===== src/rtl/vga_mem_viewer.sv =====
// Purpose: snapshots the first NUM_BYTES bytes of data memory once per frame (in vblank)
//          and draws them as an 8-cell-wide bit grid on a 640x480@60 VGA raster.
// Latency: hsync/vsync/rgb are registered one pixel after hc/vc; rd_data is captured the same clk.
// Backpressure: none; the raster free-runs and the memory read port must answer combinationally.
// Ports:
//   clk, rst            system clock, synchronous active-high reset
//   rd_addr, rd_en      byte read port into data memory (rd_addr is 0 whenever rd_en is 0)
//   rd_data             byte at rd_addr, valid in the same cycle
//   hsync, vsync        active-low sync pulses
//   vga_r/g/b           4-bit colour channels
//   frame_done          1-clk pulse after the last snapshot byte is captured
// The raster timing parameters default to 640x480@60; they exist so the grid logic can be
// exercised on a shrunken raster.
module vga_mem_viewer #(
  parameter int NUM_BYTES    = 21,
  parameter int CLK_DIV      = 2,
  parameter int CELL_LOG2    = 4,
  parameter int GRID_X       = 64,
  parameter int GRID_Y       = 48,
  parameter int H_ACTIVE     = 640,
  parameter int H_SYNC_START = 656,
  parameter int H_SYNC_END   = 752,
  parameter int H_TOTAL      = 800,
  parameter int V_ACTIVE     = 480,
  parameter int V_SYNC_START = 490,
  parameter int V_SYNC_END   = 492,
  parameter int V_TOTAL      = 525
) (
  input  logic        clk,
  input  logic        rst,
  output logic [31:0] rd_addr,
  output logic        rd_en,
  input  logic [7:0]  rd_data,
  output logic        hsync,
  output logic        vsync,
  output logic [3:0]  vga_r,
  output logic [3:0]  vga_g,
  output logic [3:0]  vga_b,
  output logic        frame_done
);

  localparam int DIV_W = (CLK_DIV > 1) ? $clog2(CLK_DIV) : 1;
  localparam int IDX_W = (NUM_BYTES > 1) ? $clog2(NUM_BYTES) : 1;

  localparam logic [9:0] HA  = 10'(H_ACTIVE);
  localparam logic [9:0] HSS = 10'(H_SYNC_START);
  localparam logic [9:0] HSE = 10'(H_SYNC_END);
  localparam logic [9:0] HT1 = 10'(H_TOTAL - 1);
  localparam logic [9:0] VA  = 10'(V_ACTIVE);
  localparam logic [9:0] VSS = 10'(V_SYNC_START);
  localparam logic [9:0] VSE = 10'(V_SYNC_END);
  localparam logic [9:0] VT1 = 10'(V_TOTAL - 1);
  localparam logic [9:0] GX  = 10'(GRID_X);
  localparam logic [9:0] GY  = 10'(GRID_Y);
  localparam logic [9:0] NB  = 10'(NUM_BYTES);

  typedef enum logic [1:0] {IDLE, FETCH, DONE} state_t;

  // ---------------- pixel enable ----------------
  logic [DIV_W-1:0] div;
  logic             pe;

  assign pe = (div == DIV_W'(CLK_DIV - 1));

  always_ff @(posedge clk) begin
    if (rst)     div <= '0;
    else if (pe) div <= '0;
    else         div <= div + 1'b1;
  end

  // ---------------- raster counters ----------------
  logic [9:0] hc, vc;

  always_ff @(posedge clk) begin
    if (rst) begin
      hc <= '0;
      vc <= '0;
    end else if (pe) begin
      if (hc == HT1) begin
        hc <= '0;
        vc <= (vc == VT1) ? 10'd0 : vc + 10'd1;
      end else begin
        hc <= hc + 10'd1;
      end
    end
  end

  // ---------------- snapshot / fetch FSM ----------------
  logic [7:0]       snap [NUM_BYTES];
  state_t           state, state_nxt;
  logic [IDX_W-1:0] idx, idx_nxt;
  logic             cap;

  always_comb begin
    state_nxt  = state;
    idx_nxt    = idx;
    rd_en      = 1'b0;
    rd_addr    = 32'd0;
    frame_done = 1'b0;
    cap        = 1'b0;
    case (state)
      IDLE: begin
        // First pixel of vertical blanking kicks off the snapshot.
        if (pe && hc == 10'd0 && vc == VA) begin
          state_nxt = FETCH;
          idx_nxt   = '0;
        end
      end
      FETCH: begin
        rd_en   = 1'b1;
        rd_addr = 32'(idx);
        cap     = 1'b1;
        idx_nxt = idx + 1'b1;
        if (idx == IDX_W'(NUM_BYTES - 1)) state_nxt = DONE;
      end
      DONE: begin
        frame_done = 1'b1;
        state_nxt  = IDLE;
      end
      default: state_nxt = IDLE;
    endcase
  end

  always_ff @(posedge clk) begin
    if (rst) begin
      state <= IDLE;
      idx   <= '0;
      for (int i = 0; i < NUM_BYTES; i++) snap[i] <= 8'h00;
    end else begin
      state <= state_nxt;
      idx   <= idx_nxt;
      if (cap) snap[idx] <= rd_data;
    end
  end

  // ---------------- grid geometry and colour ----------------
  logic [9:0]       dx, dy, col, row;
  logic             active, in_grid, lit;
  logic [IDX_W-1:0] row_i;
  logic [11:0]      rgb_nxt;

  always_comb begin
    dx      = hc - GX;
    dy      = vc - GY;
    col     = dx >> CELL_LOG2;
    row     = dy >> CELL_LOG2;
    active  = (hc < HA) && (vc < VA);
    in_grid = (hc >= GX) && (vc >= GY) && (col < 10'd8) && (row < NB);
    row_i   = in_grid ? row[IDX_W-1:0] : '0;
    // bit7 is the leftmost cell, so the bit index is 7-col == ~col[2:0].
    lit     = snap[row_i][~col[2:0]];
    rgb_nxt = 12'h000;
    if (active && in_grid) rgb_nxt = lit ? 12'hFFF : 12'h222;
  end

  // Sync and colour share one register stage so they stay pixel-aligned.
  always_ff @(posedge clk) begin
    if (rst) begin
      hsync <= 1'b1;
      vsync <= 1'b1;
      vga_r <= 4'h0;
      vga_g <= 4'h0;
      vga_b <= 4'h0;
    end else if (pe) begin
      hsync <= !((hc >= HSS) && (hc < HSE));
      vsync <= !((vc >= VSS) && (vc < VSE));
      {vga_r, vga_g, vga_b} <= rgb_nxt;
    end
  end

endmodule


===== config.mk =====
export PLATFORM = sky130hd
export DESIGN_NAME = vga_mem_viewer
export DESIGN_NICKNAME = d
export VERILOG_FILES = /design/src/rtl/vga_mem_viewer.sv
export SDC_FILE = /design/constraint.sdc
export NUM_CORES = 1
export LEC_CHECK = 0
export BUFFER_PORTS_ARGS = -buffer_cell sky130_fd_sc_hd__buf_2
export CORE_ASPECT_RATIO = 0.75
export CORE_MARGIN = 5
export CORE_UTILIZATION = 55
export DETAILED_ROUTE_END_ITERATION = 8
export PLACE_DENSITY = 0.82
export SLEW_MARGIN = 20
export SYNTH_ARGS = -nofsm -noshare
export SYNTH_HDL_FRONTEND = slang
export SYNTH_SLANG_ARGS = --single-unit
export TNS_END_PERCENT = 50

===== constraint.sdc =====
create_clock -name clk -period 3.7 [get_ports clk]
set_input_delay 0.185 -clock clk [delete_from_list [all_inputs] [get_ports clk]]
set_output_delay 0.185 -clock clk [all_outputs]
set_load 0.02 [all_outputs]

==> results of run 1 <==
[metal layers]
layer  wire (microns)  up-vias  GRT usage
met2            13000      518      0.370
met1            13100     3914      0.389
met3             3590       77     0.0654
met4              979        0     0.0781
li1                 -     3511          -
met5                0        -          0
[worst reg2reg max path, cell delays in order, from the launching register on]
cell and delay (ps):
dfxtp_1 430, inv_1 160, ha_1 240, xnor2_1 130
o311ai_1 150, or3_1 510, buf_4 220, nor2_2 180
nand2_1 220, a2111oi_0 490, a211oi_1 110, o2111a_1 250
a32oi_1 160, o21ai_1 80
[timing repair]
| item | in CTS | in global routing |
|---|---|---|
| endpoints found under the setup margin | 0 | 1 |
| setup buffers | 0 | 2 |
| resized for setup | 0 | 2 |
[power groups by stage]
stage / Combinational (W) / Sequential [W] / Clock (W)
after detailed placement: 0.000174 / 0.00288 / 0
after global placement: 0.000170 / 0.00288 / 0
after CTS: 0.000175 / 0.00283 / 0.00231
after floorplan: 0.000138 / 0.00286 / 0
after global routing: 0.000189 / 0.00283 / 0.00242
final: 0.000177 / 0.00283 / 0.00229
[sequential cells by signal (all words and copies together) (netlist names)]
name	cells
vga_r	2
hc	10
snap	192
hsync	1
idx	5
vsync	1
vc	10
div	1
state	2
[Yosys cell counts (all sizes together), types with 7 or more instances]
cell	count
inv	14
a21oi	27
nand3	31
xor2	16
a31oi	12
or2	22
a221oi	8
or3	8
nand4	15
o21ai	18
mux2i	38
nand2	91
nor2	59
nor3	16
xnor2	13
buf	56
edfxtp	192
o211ai	7
a211oi	8
clkbuf	38
ha	16
dfxtp	32
and2	175
[cell usage in the layout, fill, tap and decap left out, drive strengths merged, types with 12 or more instances in the layout]
master    n
nor2     59
a21oi    27
nand4    15
xor2     16
nand2    91
a31oi    12
mux2i    38
ha       16
conb     27
edfxtp  192
or2      22
xnor2    13
clkbuf   33
buf      63
and2    175
inv      16
nor3     16
nand3    31
dfxtp    32
o21ai    18
[area by class of cell]
class	count	share of cell area
Inverter	16	0.00489
Clock buffer	33	0.0515
Timing Repair Buffer	63	0.0344
Sequential cell	224	0.521
Tap cell	258	0.0263
Clock inverter	8	0.00804
Multi-Input combinational cell	681	0.353
[per-stage QoR]
| step | utilization | setup slack [ps] |
|---|---|---|
| floorplan | - | 152 |
| global placement | 0.572 | 345 |
| detailed placement | 0.572 | 291 |
| CTS | 0.609 | 280 |
| global route | 0.610 | 58.2 |
| finish | 0.610 | 265 |
[final timing paths]
kind,startpoint,slack [ps],depth (start not counted),endpoint
worst min register to register,hsync,480,2,hsync
worst max-delay path,hc[6],270,13,vga_r[2]
worst min-delay path,rst,210,3,hc[1]
worst max register to register,hc[6],270,13,vga_r[2]
[cell families after synthesis]
kind of cell,count (synthesis),synth area share
and+or+nand+nor,436,0.207
DFF,224,0.570
AOI/OAI and AO/OA,127,0.0798
buffers and inverters,110,0.0538
muxes,46,0.0469
xor gates and xnor gates,29,0.0243
adders and majority gates,16,0.0178
other,1,0.000334
==> summary.txt, run 1 <==
Yosys
  • Post-synthesis sequential area ratio: 0.570
  • Post-synth EDFFs: 192
  • Synth Instances: 989
  • Ys flop type: edfxtp_1
  • Top post-synthesis cells by area: edfxtp_1, and2_1, dfxtp_1
  • Synth Register Bits: 224
  • Post-synth top area share: 0.513
  • Avg Cell Area, Syn: 11.4 sq um
  • Yosys warnings: 0
  • Top cell type by total area after synthesis: edfxtp_1
  • Mapped Area: roughly 11000 sq um
  • Cell variety after synth: around 70
  • Post-synth ARST share: 0

Placed design
  • Placed Area: between 10000 and 15000 sq um
  • I/O Buffers: 30
  • HPWL after detailed placement: approximately 21000 microns
  • Placed cell count: about 1200
  • GPL Wtd Cong: 0.997

GRT
  • Pin count of the biggest net entering global routing: 36
  • Total gr overflow: 0
  • Global-route wire length before repair: 46200 microns
  • Vias in the first global route: about 7500
  • Total GRT Usage: 0.258
  • Initial antenna violation count: 0

Setup path
  • Crit-path leading delay family: compound AO/OA/AOI/OAI gates
  • WS Path Type: reg2reg
  • Worst EP arrival: 3840 ps
  • Crit-path slowest cell: or3_1
  • Crit path capture type: flip-flop
  • Buffers & Inverters on Critical Path: 2
  • CP startpoint kind: flip-flop
  • Crit-path cells: inv_1, ha_1, xnor2_1, o311ai_1, or3_1, buf_4, nor2_2, nand2_1, a2111oi_0, a211oi_1, o2111a_1, a32oi_1, o21ai_1
  • CP Max Fanout: 8
  • Crit path largest cell delay: between 500 and 600 ps
  • Crit path required time: 4100 ps

Layout
  • Fin nets: 1035
  • Final instance area: 12300 sq um
  • Area growth, synth to finish: 9.32%
  • Share of layout cells above drive strength 1: 0.134
  • Area of the multi-input gates: 4340 sq um
  • Filler cells: ~1600
  • ANT cells: 0
  • Register area: approximately 6400 sq um
  • Fin cells: 1283

Clock tree
  • Clock Pin Slew Worst Setup and Hold Paths: 60 ps
  • CTS H-tree lvls: 1
  • Inserted Clock Buffers: 23
  • Root Driver: clkbuf_16
  • Clk Latency, worst-skew pair: 510 ps
  • Clock sinks: around 220
  • Clock Tree Buf Depth: 3
  • CTS tree: yes
  • Hold buffer count at cts: 0

Floorplanning
  • Total I/O pin count: 58
  • Width of the die: 175 microns
  • Core ar.: 20200 sq um
  • Core Rows: 45
  • Die Y: 134 microns
  • Die ar.: 23400 sq um
  • Initial Utilization: 0.558

Detailed routing
  • ANT nets after route: 0
  • Final wirelength: 30700 microns
  • Routed length per instance: 23.9 microns
  • Via density: between 6 and 7
  • Initial DRC Count: 1190
  • First drt pass iteration count: 6
  • Vias: 8020
  • Number of remaining DRC errors: 0

STA
  • Fin crit share: 0.928
  • Unrepaired setup endpoints after global routing: no
  • WHS: ~210 ps
  • Worst Skew: roughly 12 ps
  • Fmax: ~290 MHz
  • # setup viols final: 0
  • Setup TNS: 0 ps
  • Max-slew violation count: 0
  • Slew headroom: 0.375
  • Crit path time final: 3430 ps
  • Tightest Pin Transition: 934 ps
  • Final Hold Fails: 0

Worst hold path
  • Worst hold path type: in2reg

Pwr
  • Sw Share: 0.214
  • Combinational power share: 0.033
  • Leak: 4.50 nW
  • Total chip power: 0.00530 W
  • P per Cell Area: 432 nW/um^2
  • Share of power burned in the clock network: 0.433
  • Max VDD drop: 0.309 mV
  • NetSw: 0.00113 W
  • Internal power: 0.00417 W
  • Seq pwr share: 0.534

Job
  • Max-cap viol count: 0

Run status
  • Status: finished, final reports clean
Note: power is estimated with default switching activity, not from simulation.
==> inputs of run 2 (changes only) <==
Settings changed: CORE_UTILIZATION 55 to 57, CTS_BUF_LIST set to sky130_fd_sc_hd__clkbuf_4, PLACE_DENSITY 0.82 to 0.84.
==> summary.txt, run 2 (synthesized netlist as in run 1, its figures left out) <==
STA
  • Max-slew violation count: 0
  • Setup TNS: 0 ps
  • # setup viols final: 0
  • Slew headroom: 0.393
  • Worst Skew: approximately 25 ps
  • Final setup margin: 192 ps
  • WHS: about 55 ps
  • Fmax: between 200 and 300 MHz
  • Final Hold Fails: 0
  • Tightest Pin Transition: 907 ps
  • Crit path time final: 3510 ps
  • Fin crit share: 0.948
  • Unrepaired setup endpoints after global routing: no

Setup path
  • Crit path largest cell delay: 520 ps
  • Crit path required time: 4250 ps
  • CP Max Fanout: 39
  • Buffers & Inverters on Critical Path: 2
  • R2R depth: 13
  • WS Path Type: reg2reg
  • Worst EP arrival: 4060 ps
  • Crit-path cells: inv_1, ha_1, xnor2_1, o311ai_1, or3_1, nor3_4, buf_12, mux2_2, a221oi_1, o211ai_1, o2111a_1, a32oi_1, o21ai_1
  • Crit-path slowest cell: or3_1
  • CP startpoint kind: flip-flop
  • Stages on worst setup path: 13
  • Crit-path leading delay family: compound AO/OA/AOI/OAI gates
  • Crit path capture type: flip-flop

GRT
  • Vias in the first global route: 7921
  • Total gr overflow: 0
  • Global-route wire length before repair: 47000 microns
  • Initial antenna violation count: 2
  • Met3 GRT Util: 0.0916
  • Global Route met1 Usage: 0.404
  • Met2 Usage GRT: 0.379
  • Grt peak-use layer: met1
  • Pin count of the biggest net entering global routing: 40
  • Total GRT Usage: 0.271

Layout
  • Final instance area: 12200 sq um
  • Most frequent cells in the layout: edfxtp_1, and2_1, nand2_1, clkbuf_4, nor2_1
  • Area growth, synth to finish: 8.76%
  • Commonest non-fill, non-tap cell in the layout: edfxtp_1
  • Filler cells: 1483
  • Largest register by flop count: snap
  • Max FFs per register: 192
  • Fin nets: 1064
  • Share of layout cells above drive strength 1: 0.176
  • Biggest registers after layout: snap x192, hc x10, vc x10

Detailed routing
  • Via density: approximately 6.2
  • ANT nets after route: 0
  • Number of remaining DRC errors: 0
  • Routed length per instance: 23.2 microns
  • First drt pass iteration count: 7
  • Vias: between 8000 and 9000
  • Initial DRC Count: 1329
  • Final wirelength: 30900 microns

Run status
  • Status: finished, final reports clean

Floorplanning
  • Die Y: 132 microns
  • Core ar.: 19400 sq um
  • Initial Utilization: 0.580
  • Core Rows: 44
  • Die ar.: 22700 sq um
  • Total I/O pin count: 58
  • Width of the die: 172 microns

Pwr
  • Total chip power: 0.00509 W
  • P per Cell Area: 417 nW/um^2
  • Leak: between 4 and 5 nW
  • Max VDD drop: 0.229 mV

Clock tree
  • Post-CTS Setup Bufs: 0
  • CTS tree: yes
  • Clock Tree Buf Depth: 3
  • Clock Pin Slew Worst Setup and Hold Paths: around 80 ps
  • CTS H-tree lvls: 2
  • Inserted Clock Buffers: 54
  • Clk Latency, worst-skew pair: 670 ps
  • Hold buffer count at cts: 0
  • Clock sinks: 224
  • Root Driver: clkbuf_4

Placed design
  • Pre-CTS WS: 197 ps
  • GPL Wtd Cong: 1.04
  • HPWL after detailed placement: 20500 microns
  • I/O Buffers: 30
  • Placed Area: 11500 sq um

Worst hold path
  • Hold Path Stages: 1
  • Worst hold path type: in2reg

Job
  • Max-cap viol count: 0
-- run 2: what timing repair did --
item / 4_1_cts / 5_1_grt
resized for setup: 0 / 2
hold endpoints to repair: 0 / 0
endpoints found under the setup margin: 0 / 1
-- run 2: path summary, 6_finish.rpt --
kind	start	to	slack [ps]
hold / removal	rd_data[0]	snap[23][0]	60
setup / recovery	hc[6]	vga_r[2]	190
hold reg to reg	hsync	hsync	490
setup reg to reg	hc[6]	vga_r[2]	190
-- run 2: power by group --
part           leakage [nW]  internal (W)  total (W)  switching (W)
Clock                 0.423       0.00109    0.00208       0.000997
Sequential             2.21       0.00280    0.00283      0.0000368
Combinational          1.92     0.0000373   0.000175       0.000138
-- run 2: routing by layer --
metal,part of all wire,routed length (microns)
met1,0.40,12500
met2,0.43,13200
met3,0.14,4300
met4,0.027,838
met5,0,0
-- run 2: stage by stage --
| stage | utilization | instances |
|---|---|---|
| CTS | 0.630 | 1331 |
| detailed placement | 0.594 | 1235 |
| finish | 0.631 | 1332 |
| global route | 0.631 | 1331 |
| global placement | 0.594 | 1235 |
| floorplan | - | 1015 |
-- run 2: cell type report --
type                       instances  area, sq um  area share
inverter                          16         60.1     0.00491
sequential                       224         6410       0.524
clock buffer                      83          623      0.0510
tap                              253          317      0.0259
antenna                            1         2.50    0.000205
multi-input combinational        681         4340       0.355
timing repair buffer              61          395      0.0323
clock inverter                    13         76.3     0.00624
-- run 2: worst register-to-register path: stages, from the launching register on --
cell      delay, ps
dfxtp_1         440
inv_1           140
ha_1            230
xnor2_1         130
o311ai_1        150
or3_1           520
nor3_4          220
buf_12          260
mux2_2          370
a221oi_1        340
o211ai_1        150
o2111a_1        180
a32oi_1         180
o21ai_1          80
==> inputs of run 3 (changes only) <==
Settings changed: CORE_ASPECT_RATIO 0.75 to 0.7, CORE_UTILIZATION 57 to 60, SETUP_SLACK_MARGIN set to 0.3.
Clock period 3.7 ns to 3.5 ns, I/O delays scaled along.
==> summary.txt, run 3 (synthesized netlist as in run 1, its figures left out) <==
Run status
  • Status: finished, final reports clean

Pwr
  • Share of power burned in the clock network: 0.390
  • Max VDD drop: about 0.29 mV
  • Sw Share: 0.233
  • Seq pwr share: 0.573
  • P per Cell Area: 419 nW/um^2
  • Leak: ~4.6 nW
  • Internal power: 0.00401 W
  • Combinational power share: 0.036
  • NetSw: between 0.001 and 0.0015 W

Layout
  • Area growth, synth to finish: 11.0%
  • Most frequent cells in the layout: edfxtp_1, and2_1, nand2_1, clkbuf_4, nor2_1
  • Commonest non-fill, non-tap cell in the layout: edfxtp_1
  • Share of layout cells above drive strength 1: 0.196
  • Biggest registers after layout: snap x192, hc x10, vc x10
  • Fin cells: 1318
  • Largest register by flop count: snap
  • Final instance area: 12500 sq um
  • ANT cells: 0
  • Fin nets: 1075
  • Max FFs per register: around 190

Clock tree
  • Inserted Clock Buffers: 54
  • Clock sinks: 224
  • CTS H-tree lvls: 2
  • Clk Latency, worst-skew pair: 670 ps
  • CTS tree: yes
  • Clock Pin Slew Worst Setup and Hold Paths: around 70 ps
  • Root Driver: clkbuf_4
  • Clock Tree Buf Depth: 3

Setup path
  • R2R depth: 14
  • Crit-path cells: buf_6, or3_4, o311ai_4, or3_4, buf_6, nor3_4, buf_4, clkbuf_16, a211o_1, o22a_1, o211ai_1, o2111a_1, a32oi_1, o21ai_1
  • WS Path Type: reg2reg
  • Reg2reg end: vga_r[2]
  • Setup crit end: vga_r[2]
  • Crit-path slowest cell: or3_4
  • Crit path launch: vc[6]
  • Worst EP arrival: 3720 ps
  • Crit path capture type: flip-flop
  • CP startpoint kind: flip-flop
  • Crit path largest cell delay: 410 ps
  • Worst r2r src: vc[6]
  • Crit path required time: 4080 ps
  • Reg2reg setup slack: 360 ps
  • CP Max Fanout: 13

STA
  • WHS: 63.9 ps
  • # setup viols final: 0
  • Crit path time final: 3140 ps
  • Fin crit share: 0.897
  • Slew headroom: 0.286
  • Setup TNS: 0 ps
  • Max-slew violation count: 0
  • Fmax: 319 MHz
  • Tightest Pin Transition: about 1100 ps
  • Unrepaired setup endpoints after global routing: no
  • Final Hold Fails: 0
  • Worst Skew: 26.7 ps

Floorplanning
  • Die Y: 125 microns
  • Die ar.: ~22000 sq um
  • Core ar.: around 18000 sq um
  • Initial Utilization: 0.617
  • Width of the die: 174 microns
  • Core Rows: 41
  • Total I/O pin count: 58

Detailed routing
  • Routed length per instance: 24.3 microns
  • Number of remaining DRC errors: 0
  • First drt pass iteration count: 6
  • ANT nets after route: 0
  • Vias: 8163
  • Final wirelength: ~32000 microns
  • Via density: 6.19
  • Initial DRC Count: 1056

Placed design
  • Placed cell count: 1221
  • GPL Wtd Cong: 1.01
  • I/O Buffers: 30
  • HPWL after detailed placement: approximately 21000 microns
  • Placed Area: between 10000 and 15000 sq um

GRT
  • Total GRT Usage: 0.287
  • Pin count of the biggest net entering global routing: 35
  • Initial antenna violation count: 0
  • Total gr overflow: 0
  • Global-route wire length before repair: ~48000 microns
  • Vias in the first global route: just under 8000

Job
  • Max-cap viol count: 0

Worst hold path
  • Worst hold path type: in2reg
[run 3: changes by cell type in the layout (fill, tap and decap cells not counted), sizes merged]
cell	change
buf	+7
clkbuf	-3
bufbuf	+1
bufinv	-1
clkinv	-1
clkinvlp	+1
diode	-1
dlygate4sd3	+1
inv	-1
[run 3: metal layers]
metal / global-route usage / wire [microns]
met2: 0.409 / 13600
met4: 0.0824 / 721
met5: 0 / 0
met3: 0.102 / 4420
met1: 0.416 / 13300
[run 3: worst min path at each step]
stage	from	to	slack [ps]	depth (start not counted)
after global routing	rd_data[5]	snap[23][5]	20	1
final	rd_data[2]	snap[23][2]	60	1
after CTS	rd_data[6]	snap[22][6]	10	1
after detailed placement	hsync	hsync	480	2
after global placement	hsync	hsync	460	2
after floorplan	rd_data[0]	snap[21][0]	270	0
[run 3: critical path: cells and delay by family, from the launching register on]
kind                   cells  cell delay [ps]
and+or+nand+nor            3              680
DFF                        1              350
buffers and inverters      4              670
AOI/OAI and AO/OA          7             1360
[run 3: final cells by class]
class                   count  area (sq um)
flip-flops and latches    224          6410
inverters                  16          61.3
clock buffers              78           586
clock inverters            11          45.0
well taps                 236           295
repair buffers             72           581
fillers                  1360          5740
multi-input cells         681          4490
[run 3: power by group through the flow]
stage / Combinational (W) / Sequential, W / Clock, W
floorplan: 0.000146 / 0.00303 / 0
global placement: 0.000178 / 0.00305 / 0
detailed placement: 0.000182 / 0.00305 / 0
CTS: 0.000184 / 0.00299 / 0.00206
global route: 0.000200 / 0.00300 / 0.00221
finish: 0.000188 / 0.00300 / 0.00204
[run 3: timing repair]
action	CTS	global route
buffers inserted	2	2
endpoints found under the setup margin	1	1
hold buffers	1	0
hold endpoints to repair	1	0
gates resized for setup	7	28
pin swaps	1	6
cloned	1	2
[run 3: metrics by stage]
stage	total power, W	worst slack [ps]	util
floorplan	0.00317	320	-
global placement	0.00323	211	0.634
finish	0.00523	361	0.685
global route	0.00540	271	0.685
detailed placement	0.00323	174	0.634
CTS	0.00524	310	0.674
